**config.mk**
```make
export PLATFORM = sky130hd
export DESIGN_NAME = snn_step_sequencer
export DESIGN_NICKNAME = d
export VERILOG_FILES = /design/src/rtl/snn_ctrl_pkg.sv /design/src/rtl/snn_step_sequencer.sv
export SDC_FILE = /design/constraint.sdc
export NUM_CORES = 1
export LEC_CHECK = 0
export CAP_MARGIN = 0
export CELL_PAD_IN_SITES_DETAIL_PLACEMENT = 1
export CELL_PAD_IN_SITES_GLOBAL_PLACEMENT = 1
export CORE_MARGIN = 1.5
export CORE_UTILIZATION = 31
export DETAILED_ROUTE_END_ITERATION = 8
export GPL_TIMING_DRIVEN = 0
export MAX_ROUTING_LAYER = met4
export PLACE_DENSITY_LB_ADDON = 0.1
export SLEW_MARGIN = 10
export SYNTH_ARGS = -nofsm -noshare
export SYNTH_HDL_FRONTEND = slang
export SYNTH_SLANG_ARGS = --single-unit
```
**constraint.sdc**
```tcl
create_clock -name clk_i -period 4.05 [get_ports clk_i]
set_input_delay 0.81 -clock clk_i [delete_from_list [all_inputs] [get_ports clk_i]]
set_output_delay 0.81 -clock clk_i [all_outputs]
set_load 0.03 [all_outputs]
```
**src/rtl/snn_ctrl_pkg.sv**
```systemverilog
// snn_ctrl_pkg
// Shared definitions for the SNN step sequencer. It holds the core address map
// region codes, the address bit positions, the sequencer state enum and a
// helper that builds a bus address from a core index and a region.
package snn_ctrl_pkg;

  localparam logic [1:0] REG_SPIKE_IN  = 2'b00;
  localparam logic [1:0] REG_PARAM_IN  = 2'b01;
  localparam logic [1:0] REG_SPIKE_OUT = 2'b10;
  localparam logic [1:0] REG_EN_CALC   = 2'b11;

  localparam int CORE_BIT   = 16;
  localparam int REGION_LSB = 17;

  // The "next core / next step / finish" decision is made in the EMIT
  // handshake cycle itself. That keeps a core at 7 cycles minimum, and it
  // lets done_o rise in the cycle right after the last output transfer.
  typedef enum logic [2:0] {
    ST_IDLE,
    ST_FETCH_IN,
    ST_WR_IN,
    ST_WR_CALC,
    ST_WAIT_DONE,
    ST_RD_OUT,
    ST_WAIT_RDATA,
    ST_EMIT
  } seq_state_e;

  // Every address bit outside the core select and the region field stays 0.
  function automatic logic [31:0] make_addr(input logic core, input logic [1:0] region);
    logic [31:0] addr;
    addr = '0;
    addr[CORE_BIT] = core;
    addr[REGION_LSB +: 2] = region;
    return addr;
  endfunction

endpackage

```
**src/rtl/snn_step_sequencer.sv**
```systemverilog
// snn_step_sequencer
// Bus master that runs the two-core SNN for num_steps_i timesteps. For each
// timestep it handles core 0 and then core 1. For each core it takes one input
// spike word from the stream and writes it to the core. It then writes the
// calculation enable and waits for that core's done pulse. Finally it reads the
// output spike word back and presents it on the output stream.
//
// Ports:
//   clk_i, rst_i                  clock, asynchronous active-high reset
//   start_i, num_steps_i          start pulse (IDLE only) and timestep count
//   busy_o, done_o, error_o       status: running, completion pulse, sticky timeout
//   step_cnt_o                    completed timesteps
//   spike_in_*                    input spike stream (valid/ready/data)
//   spike_out_*                   output spike stream (valid/ready/data/core)
//   bus_req_o .. bus_wdata_o      registered bus request toward the address decoder
//   bus_gnt_i, bus_rvalid_i/rdata bus accept and read return
//   core_done_i                   per-core calculation-done pulses
module snn_step_sequencer
  import snn_ctrl_pkg::*;
#(
  parameter int STEP_W      = 16,
  parameter int DATA_W      = 32,
  parameter int TIMEOUT_CYC = 1024
) (
  input  logic              clk_i,
  input  logic              rst_i,
  input  logic              start_i,
  input  logic [STEP_W-1:0] num_steps_i,
  output logic              busy_o,
  output logic              done_o,
  output logic              error_o,
  output logic [STEP_W-1:0] step_cnt_o,
  input  logic              spike_in_valid_i,
  output logic              spike_in_ready_o,
  input  logic [DATA_W-1:0] spike_in_data_i,
  output logic              spike_out_valid_o,
  input  logic              spike_out_ready_i,
  output logic [DATA_W-1:0] spike_out_data_o,
  output logic              spike_out_core_o,
  output logic              bus_req_o,
  output logic              bus_we_o,
  output logic [31:0]       bus_addr_o,
  output logic [DATA_W-1:0] bus_wdata_o,
  input  logic              bus_gnt_i,
  input  logic              bus_rvalid_i,
  input  logic [DATA_W-1:0] bus_rdata_i,
  input  logic [1:0]        core_done_i
);

  localparam int TO_W = (TIMEOUT_CYC > 1) ? $clog2(TIMEOUT_CYC) : 1;
  localparam logic [TO_W-1:0] TO_LAST = TO_W'(TIMEOUT_CYC - 1);

  seq_state_e        state;
  logic              core_sel;
  logic [STEP_W-1:0] num_steps_q;
  logic [1:0]        done_flag;
  logic [TO_W-1:0]   to_cnt;

  logic done_seen;
  logic in_xfer;
  logic out_xfer;
  logic last_step;

  // A done pulse that lands in the first WAIT_DONE cycle counts at once. A
  // pulse that landed on the calc-write grant cycle is held in the flag. Only
  // the selected core is ever looked at.
  assign done_seen = done_flag[core_sel] | core_done_i[core_sel];
  assign in_xfer   = spike_in_valid_i & spike_in_ready_o;
  assign out_xfer  = spike_out_valid_o & spike_out_ready_i;
  assign last_step = core_sel & ((step_cnt_o + STEP_W'(1)) == num_steps_q);

  // All outputs are registered. Each transition loads the output values that
  // the next state needs, so the bus fields stay stable until their grant.
  always_ff @(posedge clk_i or posedge rst_i) begin
    if (rst_i) begin
      state             <= ST_IDLE;
      core_sel          <= 1'b0;
      num_steps_q       <= '0;
      done_flag         <= '0;
      to_cnt            <= '0;
      busy_o            <= 1'b0;
      done_o            <= 1'b0;
      error_o           <= 1'b0;
      step_cnt_o        <= '0;
      spike_in_ready_o  <= 1'b0;
      spike_out_valid_o <= 1'b0;
      spike_out_data_o  <= '0;
      spike_out_core_o  <= 1'b0;
      bus_req_o         <= 1'b0;
      bus_we_o          <= 1'b0;
      bus_addr_o        <= '0;
      bus_wdata_o       <= '0;
    end else begin
      done_o <= 1'b0;
      case (state)
        ST_IDLE: begin
          if (start_i) begin
            error_o     <= 1'b0;
            step_cnt_o  <= '0;
            num_steps_q <= num_steps_i;
            core_sel    <= 1'b0;
            if (num_steps_i == '0) begin
              done_o <= 1'b1;
            end else begin
              busy_o           <= 1'b1;
              spike_in_ready_o <= 1'b1;
              state            <= ST_FETCH_IN;
            end
          end
        end
        ST_FETCH_IN: begin
          if (in_xfer) begin
            spike_in_ready_o <= 1'b0;
            bus_req_o        <= 1'b1;
            bus_we_o         <= 1'b1;
            bus_addr_o       <= make_addr(core_sel, REG_SPIKE_IN);
            bus_wdata_o      <= spike_in_data_i;
            state            <= ST_WR_IN;
          end
        end
        ST_WR_IN: begin
          if (bus_gnt_i) begin
            bus_addr_o  <= make_addr(core_sel, REG_EN_CALC);
            bus_wdata_o <= DATA_W'(1);
            state       <= ST_WR_CALC;
          end
        end
        ST_WR_CALC: begin
          if (bus_gnt_i) begin
            bus_req_o           <= 1'b0;
            bus_we_o            <= 1'b0;
            done_flag[core_sel] <= core_done_i[core_sel];
            to_cnt              <= '0;
            state               <= ST_WAIT_DONE;
          end
        end
        ST_WAIT_DONE: begin
          if (done_seen) begin
            bus_req_o   <= 1'b1;
            bus_we_o    <= 1'b0;
            bus_addr_o  <= make_addr(core_sel, REG_SPIKE_OUT);
            bus_wdata_o <= '0;
            state       <= ST_RD_OUT;
          end else if (to_cnt == TO_LAST) begin
            error_o <= 1'b1;
            done_o  <= 1'b1;
            busy_o  <= 1'b0;
            state   <= ST_IDLE;
          end else begin
            to_cnt <= to_cnt + TO_W'(1);
          end
        end
        ST_RD_OUT: begin
          if (bus_gnt_i) begin
            bus_req_o <= 1'b0;
            state     <= ST_WAIT_RDATA;
          end
        end
        ST_WAIT_RDATA: begin
          if (bus_rvalid_i) begin
            spike_out_valid_o <= 1'b1;
            spike_out_data_o  <= bus_rdata_i;
            spike_out_core_o  <= core_sel;
            state             <= ST_EMIT;
          end
        end
        ST_EMIT: begin
          if (out_xfer) begin
            spike_out_valid_o <= 1'b0;
            if (core_sel) begin
              step_cnt_o <= step_cnt_o + STEP_W'(1);
            end
            if (last_step) begin
              busy_o <= 1'b0;
              done_o <= 1'b1;
              state  <= ST_IDLE;
            end else begin
              core_sel         <= ~core_sel;
              spike_in_ready_o <= 1'b1;
              state            <= ST_FETCH_IN;
            end
          end
        end
        default: state <= ST_IDLE;
      endcase
    end
  end

endmodule

```
**Word-level counts from Yosys, hierarchy flattened**

Index checks and enable logic that the tools add are counted.
W data, S select, Z words.

- Flip-flop bits (word level): 152
- Bits in latches: 0
- Memory bits (writable): 0
- ROM bits: 0
- Input bits: 89
- Output and inout bits: 120
- Word-level logic and storage cells: 148
- Memories: 0

- Add/sub/neg operators: 2
- Multiply operators: 0
- Divide/modulo/power cells: 0
- $lt $le $gt $ge: 2
- Equal/unequal tests: 26
- Shift operators: 0
- Multiplexer cells: 69
- Bitwise logic cells: 5
- Reductions and logical operators: 27

Operator list:

| kind | number |
|---|---|
| $mux W32 | 6 |
| $pmux W32 S3 | 2 |
| $mux W16 | 3 |
| $mux W1 | 32 |
| $pmux W16 S2 | 1 |
| $mux W10 | 3 |
| $mux W3 | 10 |
| $ne A2 B2 Y1 const B | 15 |
| $reduce_and A4 Y1 | 7 |
| $pmux W3 S8 | 1 |
| $pmux W10 S2 | 1 |
| $add A16 B1 Y16 const B | 1 |
| $eq A16 B16 Y1 | 1 |
| $logic_not A16 Y1 | 1 |
| $pmux W1 S3 | 5 |
| $reduce_bool A3 Y1 | 5 |
| $eq A3 B3 Y1 const B | 4 |
| $add A10 B1 Y10 const B | 1 |
| $eq A10 B10 Y1 const B | 1 |
| $reduce_and A9 Y1 | 1 |
| $reduce_bool A2 Y1 | 4 |
| $reduce_and A7 Y1 | 1 |
| $eq A3 B2 Y1 const B | 2 |
| $pmux W1 S2 | 3 |
| 16 further kinds | 20 |

**Longest topological paths before layout**

- Depth in word-level cells: 6
- Depth in mapped cells: 12
- Gate-level depth less buffers: 8

**Worst setup path after synthesis**

No wires, ideal clock.

- Path type: reg2reg
- Start point: register step_cnt_o[0]
- End point: register state[0]
- Library setup time: 139 ps
- Arrival time: 2,398 ps
- Path slack: 1,514 ps
- Stages on the path, launching flop included: 8
- Buffers on the path: 0
- Clock period less this slack: 2,536 ps
- Cell sequence: dfrtp_1 ha_1 nand3_2 and2_1 or4_1 and3_1 o41ai_2 o22ai_1

- Cells in the longest elaborated chain, start to end: 6

Ends and longest elaborated chain:

| element | RTL line | source |
|---|---|---|
| start: declaration | snn_step_sequencer.sv:32 | `output logic [STEP_W-1:0] step_cnt_o,` |
| start signal: assignment | snn_step_sequencer.sv:171 | `step_cnt_o <= step_cnt_o + STEP_W'(1);` |
| $add A16 B1 Y16 | snn_step_sequencer.sv:70 | `assign last_step = core_sel & ((step_cnt_o + STEP_W'(1)) == num_steps_q);` |
| $eq A16 B16 Y1 | snn_step_sequencer.sv:70 |  |
| $and A1 B1 Y1 | snn_step_sequencer.sv:70 |  |
| $mux W1 | snn_step_sequencer.sv:173 | `if (last_step) begin` |
| $mux W3 | snn_step_sequencer.sv:168 | `if (out_xfer) begin` |
| $pmux W3 S8 | snn_step_sequencer.sv:95 | `case (state)` |
| end signal: assignment | snn_step_sequencer.sv:76 | `state <= ST_IDLE;` |
| end signal: assignment | snn_step_sequencer.sv:176 | `state <= ST_IDLE;` |
| end signal: assignment | snn_step_sequencer.sv:180 | `state <= ST_FETCH_IN;` |
| end: declaration | snn_step_sequencer.sv:53 | `seq_state_e state;` |

Every way passes these cells. The select of a mux whose other input is x is not followed.
A chain may end at the register's enable or synchronous reset.

**Final worst setup path**

Ends and elaborated chain as after synthesis.

==> results.py <==
metrics = {
    "status": {
        "status": "finished, final reports clean",
    },
    "routing": {
        "routed_wl_um": 18800,
        "first_iter_violations": 268,
        "route.antenna.remaining_nets": 0,
        "vias_per_cell": 4.866,
        "wl_per_cell_um": 17.77,
        "drc": 0,
        "first_pass_iters": 4,
        "vias": 5148,
    },
    "placement": {
        "dp_slack_ns": 0.8253,
        "io_buffers": 179,
        "place.gp.congestion": 0.8195,
        "dp.cells": 1024,
        "dp_hpwl_um": 14420,
    },
    "sta": {
        "min_period_over_period": 0.7214,
        "setup_slack_ns": 1.128,
        "clock.fmax_ghz": 0.3423,
        "layout_min_cycle_time_ns": 2.922,
        "maxSlewViolCount": 0,
        "fin_skew_ns": 0.007326,
        "setup_violations": 0,
        "rsz0062_at_grt": "no",
        "relSlewSlack": 0.4816,
        "fin_tns_setup_ns": 0,
        "worstMarginPinSlew_ns": 0.7760,
        "hold_viol": 0,
    },
    "critical_path": {
        "critPathCapture": "state[0]",
        "rrSetupSlack_ns": 1.13,
        "rr_endpoint": "state[0]",
        "arrival_ns": 3.19,
        "ff2ff_path_depth": 7,
        "cp.buffers_inverters": 0,
        "crit_slowest_cell": "dfrtp_1",
        "worstPathRequired_ns": 4.32,
        "critPathKind": "register to register",
        "cp.depth": 7,
        "crit_family": "simple AND/OR/NAND/NOR gates",
        "cp_max_fo": 8,
        "critPathLaunchType": "register",
        "critPathMaxStageDelay_ns": 0.53,
        "path_cells": "ha_1, nand3_2, and2_1, or4_1, and3_1, o41ai_2, o22ai_1",
        "setup.worst_path.end_class": "register",
        "startpoint": "step_cnt_o[0]",
        "r2r_start": "step_cnt_o[0]",
    },
    "die": {
        "initial_utilization": 0.3201,
        "die_h_um": 142.9,
        "fp.dieArea_mm2": 0.02042,
        "ios": 209,
        "core_mm2": 0.01896,
        "die_x_um": 142.9,
        "num_rows": 50,
    },
    "yosys": {
        "syn-instance-count": 554,
        "synth.cell_area_mm2": 0.006068,
        "synth_cell_types": 61,
        "ys_ff_latch": 123,
        "synthArstFlopShare": 1.000,
        "syn_area_per_cell_um2": 10.95,
        "synth_edf_count": 0,
        "seq_area_frac_synth": 0.5072,
        "synthFlopType": "dfrtp_1",
        "yosysWarnings": 0,
    },
    "final_layout": {
        "multi_input_area_mm2": 0.002700,
        "layout_commonest_cell": "clkdlybuf4s50_1",
        "final_cell_mix": "clkdlybuf4s50_1 (179), dfrtp_1 (123), mux2_2 (50), nor2_1 (38), a22o_1 (36)",
        "fin_nets": 878,
        "area_growth_pct": 47.77,
        "fill_cells": 2054,
        "final_cells": 1058,
        "layout-drive-gt1-share": 0.1696,
        "register_area_mm2": 0.003078,
        "final_util": 0.4731,
    },
    "clock_tree": {
        "cts_setup_buffers": 0,
        "clk_pin_slew_worst_paths_ns": 0.06,
        "cts_buffers": 17,
        "post_cts_resized": 0,
        "cts_buffer_depth": 2,
        "cts_hold_buf": 0,
        "h-tree-depth": 4,
        "clk_latency_ns": 0.42,
        "clock_sink_count": 123,
        "cts_tree": "yes",
        "cts_root_buf": "clkbuf_16",
    },
    "power_and_ir_drop": {
        "p_leak_nw": 3.835,
        "ir_worst_vdd_mv": 0.3345,
        "cellPowerDensity_mw_per_mm2": 736.0,
    },
    "global_route": {
        "grt_start_max_net_pins": 39,
        "antenna_found_initial": 2,
        "grt_pass1_vias": 5677,
        "gr-usage-all-layers": 0.2022,
        "grt-ovfl-total": 0,
        "grt_pass1_wl_um": 30570,
    },
    "job": {
        "maxCapViolations": 0,
    },
    "hold_path": {
        "hp-class": "register to register",
    },
}
==> how the worst min path moves through the flow <==
stage | startpoint | to | slack [ns] | cells after the start
final | spike_out_core_o | spike_out_core_o | 0.49 | 2
after global routing | bus_addr_o[16] | bus_addr_o[16] | 0.52 | 1
after CTS | spike_out_core_o | spike_out_core_o | 0.50 | 2
after detailed placement | spike_out_core_o | spike_out_core_o | 0.48 | 2
after global placement | spike_out_core_o | spike_out_core_o | 0.47 | 2
after floorplan | done_flag[1] | done_flag[1] | 0.48 | 1
==> cell usage after synthesis, types with 2 or more instances <==
| cell | number | area, µm² |
|---|---|---|
| xor2_1 | 13 | 113.9 |
| clkbuf_1 | 21 | 78.83 |
| a31oi_1 | 3 | 18.77 |
| dfrtp_1 | 123 | 3078 |
| and2_1 | 6 | 37.54 |
| buf_2 | 7 | 35.03 |
| and3_1 | 3 | 18.77 |
| buf_4 | 29 | 217.7 |
| nand4_1 | 8 | 50.05 |
| o31ai_1 | 9 | 67.56 |
| nor3_1 | 11 | 55.05 |
| mux2_2 | 50 | 563.0 |
| a221o_1 | 2 | 20.02 |
| o21ai_0 | 21 | 105.1 |
| nor4_1 | 5 | 31.28 |
| o21ai_1 | 10 | 50.05 |
| nor3b_1 | 2 | 15.01 |
| xnor2_1 | 14 | 122.6 |
| inv_1 | 14 | 52.55 |
| a21o_1 | 3 | 22.52 |
| or2_2 | 2 | 12.51 |
| nor4b_1 | 2 | 17.52 |
| a22oi_1 | 3 | 22.52 |
| a21oi_1 | 15 | 75.07 |
| mux2i_1 | 3 | 30.03 |
| a22o_1 | 36 | 315.3 |
| ha_1 | 6 | 75.07 |
| or3_1 | 5 | 31.28 |
| nand3_1 | 10 | 50.05 |
| o22ai_1 | 3 | 18.77 |
| nor4_2 | 3 | 37.54 |
| nor2_1 | 38 | 142.6 |
| o211ai_1 | 5 | 37.54 |
| or4_1 | 3 | 22.52 |
| nor2b_1 | 2 | 12.51 |
| nand2b_1 | 3 | 18.77 |
| nand3_2 | 2 | 20.02 |
| buf_1 | 2 | 7.510 |
| nand2_1 | 35 | 131.4 |
==> kinds of logic (layout without fill, tap and decap cells) <==
group | Yosys count | in the layout | share of synthesized area
xor+xnor | 27 | 27 | 0.03897
fa+ha+maj | 6 | 6 | 0.01237
mux | 54 | 54 | 0.09959
simple gates | 148 | 148 | 0.1297
compound gates | 121 | 121 | 0.1464
flops | 123 | 123 | 0.5072
other cells | 1 | 31 | 0.0006180
buf+inv | 74 | 288 | 0.06515
==> worst reg2reg max path: stages (launching register included) <==
cell	delay (ns)
dfrtp_1	0.53
ha_1	0.34
nand3_2	0.22
and2_1	0.25
or4_1	0.51
and3_1	0.27
o41ai_2	0.51
o22ai_1	0.15
==> through the flow <==
stage	hold WS, ns	cell area [µm²]	power [mW]
2_1_floorplan	0.4816	6177	3.852
4_1_cts	0.4960	8962	6.687
5_1_grt	0.5172	8967	6.995
3_5_place_dp	0.4794	8354	5.069
6_report	0.4919	8967	6.600
3_3_place_gp	0.4733	8294	4.985
==> layer usage <==
layer	GRT usage	wire (µm)	vias to the layer above
met3	0.06942	1435	23
met2	0.3255	9171	164
met4	0.06674	342	0
met5	-	0	-
li1	-	-	2400
met1	0.2363	7847	2561
==> layout make-up <==
cell class	instances	area share
Clock inverter	13	0.01842
Sequential cell	123	0.3432
Tap cell	260	0.03628
Multi-Input combinational cell	385	0.3011
Inverter	15	0.006697
Buffer	59	0.03781
Clock buffer	19	0.04939
Timing Repair Buffer	182	0.2065
Antenna cell	2	0.0005581
==> registers in the layout, summed over array words and instances (netlist names), 2 cells and up <==
register and cells:
state 3, step_cnt_o 16, spike_out_data_o 32, bus_addr_o 3, bus_wdata_o 32, to_cnt 10, done_flag 2, num_steps_q 16
==> report_power, final <==
part	switching [mW]	leakage, nW	total (mW)	internal (mW)
Sequential	0.311	1.59	2.00	1.68
Combinational	1.73	1.95	3.03	1.30
Clock	0.587	0.298	1.58	0.989
Total	2.63	3.84	6.60	3.97
Note: power is estimated with default switching activity, not from simulation.
